===== config.mk =====
export PLATFORM = sky130hd
export DESIGN_NAME = dyn_branch_predictor_flat
export DESIGN_NICKNAME = d
export VERILOG_FILES = /design/src/rtl/bp_pkg.sv /design/src/rtl/dyn_branch_predictor_if.sv /design/src/rtl/dyn_branch_predictor_sat_counter2.sv /design/src/rtl/dyn_branch_predictor.sv /design/src/flat_wrapper.sv
export SDC_FILE = /design/constraint.sdc
export NUM_CORES = 2
export LEC_CHECK = 0
export CORE_ASPECT_RATIO = 0.5
export CORE_UTILIZATION = 62
export DETAILED_ROUTE_END_ITERATION = 16
export PLACE_DENSITY_LB_ADDON = 0.08
export SLEW_MARGIN = 10
export SYNTH_ARGS = -nofsm -noshare
export SYNTH_HDL_FRONTEND = slang
export SYNTH_SLANG_ARGS = --single-unit

===== constraint.sdc =====
create_clock -name clk -period 9.5 [get_ports clk]
set_input_delay 1.9 -clock clk [delete_from_list [all_inputs] [get_ports clk]]
set_output_delay 1.9 -clock clk [all_outputs]
set_load 0.1 [all_outputs]

===== src/rtl/bp_pkg.sv =====
// Shared definitions for the dynamic branch predictor: counter encoding,
// allocation defaults and PC index/tag extraction helpers.
package bp_pkg;

   // 2-bit saturating counter encoding
   localparam logic [1:0] CTR_SNT = 2'b00;
   localparam logic [1:0] CTR_WNT = 2'b01;
   localparam logic [1:0] CTR_WT  = 2'b10;
   localparam logic [1:0] CTR_ST  = 2'b11;

   // Counter values written on allocation and on reset
   localparam logic [1:0] ALLOC_CTR_TAKEN    = CTR_WT;
   localparam logic [1:0] ALLOC_CTR_NOTTAKEN = CTR_WNT;
   localparam logic [1:0] RESET_CTR          = CTR_WNT;

   // Table index: pc[indexBits+1:2], returned zero-extended to 64 bits
   function automatic logic [63:0] pcIndex(input logic [63:0] pc,
                                           input int unsigned indexBits);
      return (pc >> 2) & ((64'(1) << indexBits) - 64'(1));
   endfunction

   // Tag: pc[indexBits+tagBits+1:indexBits+2], returned zero-extended to 64 bits
   function automatic logic [63:0] pcTag(input logic [63:0] pc,
                                         input int unsigned indexBits,
                                         input int unsigned tagBits);
      return (pc >> (indexBits + 2)) & ((64'(1) << tagBits) - 64'(1));
   endfunction

endpackage


===== src/rtl/dyn_branch_predictor_if.sv =====
// Fetch lookup, resolution update and statistics signals of the predictor.
interface dyn_branch_predictor_if #(
   parameter int unsigned CNT_W = 32
);
   logic [63:0]      fetch_pc;
   logic             predict_hit;
   logic             predict_taken;
   logic [63:0]      predict_next_pc;
   logic             update_valid;
   logic [63:0]      update_pc;
   logic             update_taken;
   logic [63:0]      update_target;
   logic             update_pred_taken;
   logic [CNT_W-1:0] branch_count;
   logic [CNT_W-1:0] mispredict_count;

   // Pipeline side: supplies fetch PC and resolutions, consumes predictions
   modport master (
      output fetch_pc, update_valid, update_pc, update_taken,
             update_target, update_pred_taken,
      input  predict_hit, predict_taken, predict_next_pc,
             branch_count, mispredict_count
   );

   // Predictor side
   modport slave (
      input  fetch_pc, update_valid, update_pc, update_taken,
             update_target, update_pred_taken,
      output predict_hit, predict_taken, predict_next_pc,
             branch_count, mispredict_count
   );
endinterface


===== src/rtl/dyn_branch_predictor_sat_counter2.sv =====
// Combinational next state of a 2-bit saturating direction counter.
module sat_counter2
   import bp_pkg::*;
(
   input  logic [1:0] ctr,
   input  logic       taken,
   output logic [1:0] ctrNext
);

   // Step toward the observed outcome, holding at the end points
   always_comb begin
      ctrNext = ctr;
      if (taken) begin
         if (ctr != CTR_ST) ctrNext = ctr + 2'd1;
      end else begin
         if (ctr != CTR_SNT) ctrNext = ctr - 2'd1;
      end
   end

endmodule


===== src/rtl/dyn_branch_predictor.sv =====
// Direct-mapped BTB with 2-bit counters: zero-latency lookup on fetch_pc,
// trained by resolved branches, plus saturating branch/mispredict statistics.
module dyn_branch_predictor
   import bp_pkg::*;
#(
   parameter int unsigned INDEX_BITS = 4,
   parameter int unsigned TAG_BITS   = 8,
   parameter int unsigned CNT_W      = 32
) (
   input  logic                  clk,
   input  logic                  reset,
   dyn_branch_predictor_if.slave bp
);

   localparam int unsigned ENTRIES = 1 << INDEX_BITS;

   logic                validQ  [ENTRIES];
   logic [TAG_BITS-1:0] tagQ    [ENTRIES];
   logic [63:0]         targetQ [ENTRIES];
   logic [1:0]          ctrQ    [ENTRIES];

   logic [CNT_W-1:0]    branchCountQ;
   logic [CNT_W-1:0]    mispredictCountQ;

   logic [INDEX_BITS-1:0] lkIdx;
   logic [TAG_BITS-1:0]   lkTag;
   logic                  lkHit;
   logic                  lkTaken;

   logic [INDEX_BITS-1:0] upIdx;
   logic [TAG_BITS-1:0]   upTag;
   logic                  upHit;
   logic [1:0]            upCtrNext;

   // Lookup from registered state only; updates become visible next cycle
   always_comb begin
      lkIdx   = INDEX_BITS'(pcIndex(bp.fetch_pc, INDEX_BITS));
      lkTag   = TAG_BITS'(pcTag(bp.fetch_pc, INDEX_BITS, TAG_BITS));
      lkHit   = validQ[lkIdx] && (tagQ[lkIdx] == lkTag);
      lkTaken = lkHit && ctrQ[lkIdx][1];
   end

   assign bp.predict_hit      = lkHit;
   assign bp.predict_taken    = lkTaken;
   assign bp.predict_next_pc  = lkTaken ? targetQ[lkIdx] : bp.fetch_pc + 64'd4;
   assign bp.branch_count     = branchCountQ;
   assign bp.mispredict_count = mispredictCountQ;

   // Locate the entry touched by the resolving branch
   always_comb begin
      upIdx = INDEX_BITS'(pcIndex(bp.update_pc, INDEX_BITS));
      upTag = TAG_BITS'(pcTag(bp.update_pc, INDEX_BITS, TAG_BITS));
      upHit = validQ[upIdx] && (tagQ[upIdx] == upTag);
   end

   sat_counter2 u_satCounter (
      .ctr     (ctrQ[upIdx]),
      .taken   (bp.update_taken),
      .ctrNext (upCtrNext)
   );

   // Table training: train on hit, allocate/replace on miss; reset wins
   always_ff @(posedge clk) begin
      if (reset) begin
         for (int unsigned i = 0; i < ENTRIES; i++) begin
            validQ[i]  <= 1'b0;
            tagQ[i]    <= '0;
            targetQ[i] <= '0;
            ctrQ[i]    <= RESET_CTR;
         end
      end else if (bp.update_valid) begin
         if (upHit) begin
            ctrQ[upIdx] <= upCtrNext;
            if (bp.update_taken) targetQ[upIdx] <= bp.update_target;
         end else begin
            validQ[upIdx]  <= 1'b1;
            tagQ[upIdx]    <= upTag;
            targetQ[upIdx] <= bp.update_target;
            ctrQ[upIdx]    <= bp.update_taken ? ALLOC_CTR_TAKEN : ALLOC_CTR_NOTTAKEN;
         end
      end
   end

   // Saturating statistics counters
   always_ff @(posedge clk) begin
      if (reset) begin
         branchCountQ     <= '0;
         mispredictCountQ <= '0;
      end else if (bp.update_valid) begin
         if (branchCountQ != '1) branchCountQ <= branchCountQ + CNT_W'(1);
         if ((bp.update_taken != bp.update_pred_taken) && (mispredictCountQ != '1))
            mispredictCountQ <= mispredictCountQ + CNT_W'(1);
      end
   end

endmodule


===== src/flat_wrapper.sv =====
// flat-port wrapper written by rule: the top's interface ports become plain ports
module dyn_branch_predictor_flat import bp_pkg::*;
#(
   parameter int unsigned INDEX_BITS = 4,
   parameter int unsigned TAG_BITS   = 8,
   parameter int unsigned CNT_W      = 32
)
  (clk, reset, bp_fetch_pc, bp_update_valid, bp_update_pc, bp_update_taken, bp_update_target, bp_update_pred_taken, bp_predict_hit, bp_predict_taken, bp_predict_next_pc, bp_branch_count, bp_mispredict_count);
  dyn_branch_predictor_if #(.CNT_W(CNT_W)) bp_i ();
  input  logic clk;
  input  logic reset;
  input wire logic [$bits(bp_i.fetch_pc)-1:0] bp_fetch_pc;
  input wire logic [$bits(bp_i.update_valid)-1:0] bp_update_valid;
  input wire logic [$bits(bp_i.update_pc)-1:0] bp_update_pc;
  input wire logic [$bits(bp_i.update_taken)-1:0] bp_update_taken;
  input wire logic [$bits(bp_i.update_target)-1:0] bp_update_target;
  input wire logic [$bits(bp_i.update_pred_taken)-1:0] bp_update_pred_taken;
  output wire logic [$bits(bp_i.predict_hit)-1:0] bp_predict_hit;
  output wire logic [$bits(bp_i.predict_taken)-1:0] bp_predict_taken;
  output wire logic [$bits(bp_i.predict_next_pc)-1:0] bp_predict_next_pc;
  output wire logic [$bits(bp_i.branch_count)-1:0] bp_branch_count;
  output wire logic [$bits(bp_i.mispredict_count)-1:0] bp_mispredict_count;
  assign bp_i.fetch_pc = bp_fetch_pc;
  assign bp_i.update_valid = bp_update_valid;
  assign bp_i.update_pc = bp_update_pc;
  assign bp_i.update_taken = bp_update_taken;
  assign bp_i.update_target = bp_update_target;
  assign bp_i.update_pred_taken = bp_update_pred_taken;
  assign bp_predict_hit = bp_i.predict_hit;
  assign bp_predict_taken = bp_i.predict_taken;
  assign bp_predict_next_pc = bp_i.predict_next_pc;
  assign bp_branch_count = bp_i.branch_count;
  assign bp_mispredict_count = bp_i.mispredict_count;
  dyn_branch_predictor #(.INDEX_BITS(INDEX_BITS), .TAG_BITS(TAG_BITS), .CNT_W(CNT_W)) u_core (.clk(clk), .reset(reset), .bp(bp_i));
endmodule

Word level (Yosys, flattened, before mapping)
Memory sizes are Yosys's and may differ from the RTL's.
Index checks and enable logic that the tools add are counted.
{ "classes": {"n_mux": 34, "reduce_logical": 11, "bitwise": 2, "eq_ne": 6, "n_addsub": 5} }
{ "ops": {"columns": ["operator", "count"], "rows": [
  ["$mux 64", 3],
  ["$add 32x1->32 const B", 2],
  ["$add 64x3->64 const B", 1],
  ["$ne 32x32->1 const B", 2],
  ["$reduce_or 64->1", 1],
  ["$mux 1", 20],
  ["$eq 8x8->1", 2],
  ["$mux 4", 4],
  ["$mux 2", 6],
  ["$mux 8", 1],
  ["$reduce_or 8->1", 1],
  ["$logic_and 1x1->1", 4],
  ["$reduce_and 2->1", 2],
  ["$add 2x1->2 const B", 1],
  ["$ne 2x2->1 const B", 1],
  ["$or 1x1->1", 2],
  ["$reduce_bool 2->1", 1],
  ["$reduce_or 2->1", 1],
  ["$sub 2x1->2 const B", 1],
  ["$ne 1x1->1", 1],
  ["$reduce_or 1->1", 1]
]} }
{ "word_totals": {"output_inout_bits": 130, "memories": 4, "ff_bits": 64, "mem_bits_rw": 1200} }
{ "mem_list": {"columns": ["name", "depth", "word_bits", "read_ports", "rd_ports_with_merged_regs", "wr", "line_no", "source"], "rows": [
  ["u_core.targetQ", 16, 64, 1, 0, 16, "dyn_branch_predictor.sv:19", "logic [63:0] targetQ [ENTRIES];"],
  ["u_core.tagQ", 16, 8, 2, 0, 16, "dyn_branch_predictor.sv:18", "logic [TAG_BITS-1:0] tagQ [ENTRIES];"],
  ["u_core.ctrQ", 16, 2, 2, 0, 16, "dyn_branch_predictor.sv:20", "logic [1:0] ctrQ [ENTRIES];"],
  ["u_core.validQ", 16, 1, 2, 0, 16, "dyn_branch_predictor.sv:17", "logic validQ [ENTRIES];"]
]} }

Depth between registers and ports, before layout
An unclocked memory read counts as a cell.
{ "depth": {"word_depth": 10, "ltp_mapped": 15} }

By module
A second synthesis with hierarchy kept.
{ "unflattened": {"cells_unflattened": 3964, "hier_area_um2": 60171.5} }
{ "modules_own_cells": {"columns": ["module", "cells_per_inst", "instances", "area_per_inst_um2"], "rows": [
  ["dyn_branch_predictor", 3961, 1, 60145.2],
  ["sat_counter2", 3, 1, 26.3]
]} }

Worst setup path before layout
OpenSTA, ideal clock, no wires.
{ "synth_timing": {"path_type": "input to output", "startpoint": "in bp_fetch_pc[2]", "endpoint": "out bp_predict_next_pc[6]", "cell_stages": 12, "n_path_buf": 5, "slack_ns": 0.982, "t_required_ns": 7.600, "arrival_ns": 6.618, "path_cell_list": "buf_2 buf_2 buf_2 buf_2 nor2_1 a221oi_1 xor2_1 o31ai_1 nand4_1 buf_2 mux2i_1 a221oi_1"} }
{ "synth_between": {"elab_chain_cells": 5, "elab_cells_between_ends": 9, "classes_between": "1 x add/sub; 1 x eq/ne; 1 x mux; 2 x reduce/logical; 4 x memory"} }
{ "synth_lines": {"columns": ["item", "line_no", "source"], "rows": [
  ["start: declaration", "flat_wrapper.sv:12", "input wire logic [$bits(bp_i.fetch_pc)-1:0] bp_fetch_pc;"],
  ["branches (longest 4 deep; another with $add 64x3->64)", null, null],
  ["$mux 64 (*)", "dyn_branch_predictor.sv:45", "assign bp.predict_next_pc = lkTaken ? targetQ[lkIdx] : bp.fetch_pc + 64'd4;"],
  ["end: declaration", "flat_wrapper.sv:20", "output wire logic [$bits(bp_i.predict_next_pc)-1:0] bp_predict_next_pc;"]
]} }
Mark *: on every way between the ends.

Worst setup path in the final report
{ "layout_timing": {"startpoint": "in bp_fetch_pc[8]", "endpoint": "out bp_predict_next_pc[58]"} }
{ "layout_between": {"elab_chain_cells": 4, "elab_cells_between_ends": 5, "classes_between": "1 x add/sub; 1 x eq/ne; 1 x mux; 2 x reduce/logical"} }
{ "layout_lines": {"columns": ["item", "line_no"], "rows": [
  ["branches (longest 3 deep; another with $add 64x3->64)", null],
  ["$mux 64 (*)", "dyn_branch_predictor.sv:45"]
]} }
Marks and branches as above.

==> flow_metrics.py <==
metrics = {
    "clocking": {
        "cts_buffer_depth": 3,
        "clock-sinks": 1264,
        "clkTransAtPathRegs_ns": 0.06,
        "ctsHoldBuffers": 0,
        "cts_tree": "yes",
        "htreeDepth": 3,
        "postCtsSetupRepairBufs": 0,
        "cts_root_buffer": "clkbuf_16",
        "insertion_delay_ns": 0.74,
        "numCtsBuffers": 107,
        "cts_resized": 0,
    },
    "cells_and_area": {
        "regArea_mm2": 0.0372,
        "nFillCells": 6398,
        "layout_commonest_cell": "edfxtp_1",
        "synthToLayoutAreaGrowth_pct": 11.1,
        "layout_common_cells": "edfxtp_1, and2_1, mux4_2",
        "nets": 4364,
        "multi_input_area_mm2": 0.0216,
        "drive_gt1_frac": 0.182,
        "instances_no_fill": 5531,
        "final_area_mm2": 0.0674,
    },
    "sta": {
        "drv_slew": 0,
        "fin_skew_ns": 0.0398,
        "rsz0062_at_grt": "false",
        "fmax_mhz": 120,
        "period_share": 0.877,
        "fin_crit_ns": 8.34,
        "setup_viol": 0,
        "hold_viol_final": 0,
        "fin_tns_setup_ns": 0,
        "worstMarginPinSlew_ns": 1.30,
        "slew_headroom": 0.129,
    },
    "place": {
        "placement.io_buffers": 274,
        "gp_congestion": 0.871,
        "dp_hpwl_um": 88700,
        "dp.cells": 5326,
        "place_area_mm2": 0.0639,
    },
    "route": {
        "drt_iter0_drc": 4761,
        "vias": 36400,
        "vias_per_cell": 6.58,
        "wirelength_um": 167000,
        "drt_pass1_iterations": 6,
        "wl_per_cell_um": 30.1,
        "drc": 0,
        "ant_nets": 0,
    },
    "grt": {
        "grt_pass1_wl_um": 241000,
        "grt_pass1_vias": 35900,
        "globalRouteTotalUtil": 0.339,
        "antenna_found_initial": 8,
        "grt_max_degree": 126,
        "grt_overflow": 0,
    },
    "power_and_ir_drop": {
        "ir_worst_vdd_mv": 0.150,
        "power-per-cell-area_mw_per_mm2": 179,
        "cellLeakagePower_nw": 23.5,
    },
    "synthesis": {
        "synth_cell_types": 64,
        "syn_inst": 4066,
        "syn_avg_cell_area_um2": 14.9,
        "ys_seq_area_frac": 0.613,
        "synth_area_mm2": 0.0606,
        "synthArstFlopShare": 0,
        "synth_edf_count": 1184,
        "synthesis.nets": 4266,
        "synth_top_flop_cell": "edfxtp_1",
        "ys_ff_latch": 1264,
        "ys_warn_count": 0,
    },
    "worst_hold_path": {
        "hold_end": "u_core.validQ[8]",
        "hold_path.startpoint": "u_core.validQ[8]",
        "hold_class": "flop to flop",
        "min_path_cells": 1,
    },
    "setup_path": {
        "critical-path-top-delay-family": "simple AND/OR/NAND/NOR gates",
        "slowest_delay_ns": 0.87,
        "cp-end-kind": "primary output",
        "cpMaxStageDelayCell": "nor4_1",
        "reg2reg_to": "u_core.targetQ[4][45]",
        "crit_chain": "clkdlybuf4s50_1 -> nand4_1 -> nor4_2 -> and2_1 -> nand2_1 -> buf_4 -> nor4_1 -> nand3_1 -> xor2_1 -> a21oi_1 -> buf_12",
        "start_kind": "input pin",
        "reg2reg_from": "u_core.tagQ[5][3]",
        "crit_arrival_ns": 6.44,
        "crit_required_ns": 7.60,
        "r2r_setup_slack_ns": 4.38,
        "worst-path-buf-inv": 3,
        "r2r_cells": 9,
        "critPathMaxFanout": 9,
        "critPathKind": "input pin to primary output",
    },
    "job": {
        "cap_violations": 0,
    },
    "floorplanning": {
        "ios": 327,
        "start_util": 0.631,
        "die_h_um": 223,
        "num_rows": 80,
        "die_x_um": 444,
        "die_area_mm2": 0.0991,
        "core-area_mm2": 0.0961,
    },
    "outcome": {
        "outcome": "finished clean",
    },
}
[stage by stage]
step,worst slack [ns],hold WS (ns),util,power (mW)
3_3_place_gp,1.32,0.454,0.665,7.72
3_5_place_dp,1.28,0.462,0.665,7.76
5_1_grt,1.12,0.500,0.701,12.4
4_1_cts,1.25,0.480,0.701,12.1
2_1_floorplan,0.982,0.438,-,7.32
6_report,1.16,0.485,0.701,12.1
[worst reg2reg max path: stages (launching register included)]
cell and delay [ns]:
edfxtp_1 0.40, mux4_2 0.48, mux4_2 0.49, xor2_1 0.24, nor2_1 0.12, and3_1 0.26, nand2_4 0.47, o21a_4 0.98
or2_4 0.70, buf_4 0.57
[state kept, by name (all words and copies together) (netlist names)]
signal,count
u_core.ctrQ,32
u_core.tagQ,128
u_core.bp.mispredict_count,32
u_core.bp.branch_count,32
u_core.validQ,16
u_core.targetQ,1024
[worst max-delay path by stage]
stage	from	to	slack, ns	depth (start not counted)
after global routing	bp_fetch_pc[8]	bp_predict_next_pc[58]	1.12	11
final	bp_fetch_pc[8]	bp_predict_next_pc[58]	1.16	11
after detailed placement	bp_fetch_pc[8]	bp_predict_next_pc[41]	1.28	10
after floorplan	bp_fetch_pc[2]	bp_predict_next_pc[6]	0.98	12
after global placement	bp_fetch_pc[8]	bp_predict_next_pc[41]	1.32	10
after CTS	bp_fetch_pc[8]	bp_predict_next_pc[41]	1.25	10
[synth_stat cells (58+ instances only)]
master / number / area share
a21oi_1: 67 / 0.0055
and2_1: 1025 / 0.11
and3_1: 148 / 0.015
buf_6: 71 / 0.013
clkbuf_1: 238 / 0.015
dfxtp_1: 80 / 0.026
edfxtp_1: 1184 / 0.59
mux4_2: 393 / 0.15
nand2_1: 102 / 0.0063
nor2_1: 153 / 0.0095
xnor2_1: 58 / 0.0084
xor2_1: 75 / 0.011
[area by class of cell]
cell class,instances,area share
clock inverters,60,0.00778
repair buffers,357,0.0522
diodes,4,0.000149
well taps,1271,0.0236
flip-flops and latches,1264,0.551
inverters,32,0.00186
multi-input cells,2402,0.320
clock buffers,141,0.0432
[cell families (layout without fill, tap and decap cells)]
group / Yosys count / in the layout / share of synthesized area
multiplexers: 465 / 465 / 0.158
buffers and inverters: 400 / 590 / 0.0345
adder cells (fa/ha/maj): 3 / 3 / 0.000619
other: 0 / 4 / 0
AND/OR/NAND/NOR: 1638 / 1638 / 0.158
AO/OA/AOI/OAI: 163 / 163 / 0.0166
XOR/XNOR: 133 / 133 / 0.0192
flip-flops: 1264 / 1264 / 0.613
[routing by layer]
metal | vias up | global-route usage | part of all wire
li1 | 15200 | - | -
met1 | 18700 | 0.489 | 0.39
met2 | 2175 | 0.526 | 0.47
met3 | 287 | 0.0723 | 0.11
met4 | 4 | 0.100 | 0.027
met5 | - | 0 | 0.00014
[power by group]
group	switching [mW]	internal, mW
clock network	2.07	2.38
registers	0.0903	6.37
logic	0.704	0.475
Note: power is estimated with default switching activity, not from simulation.
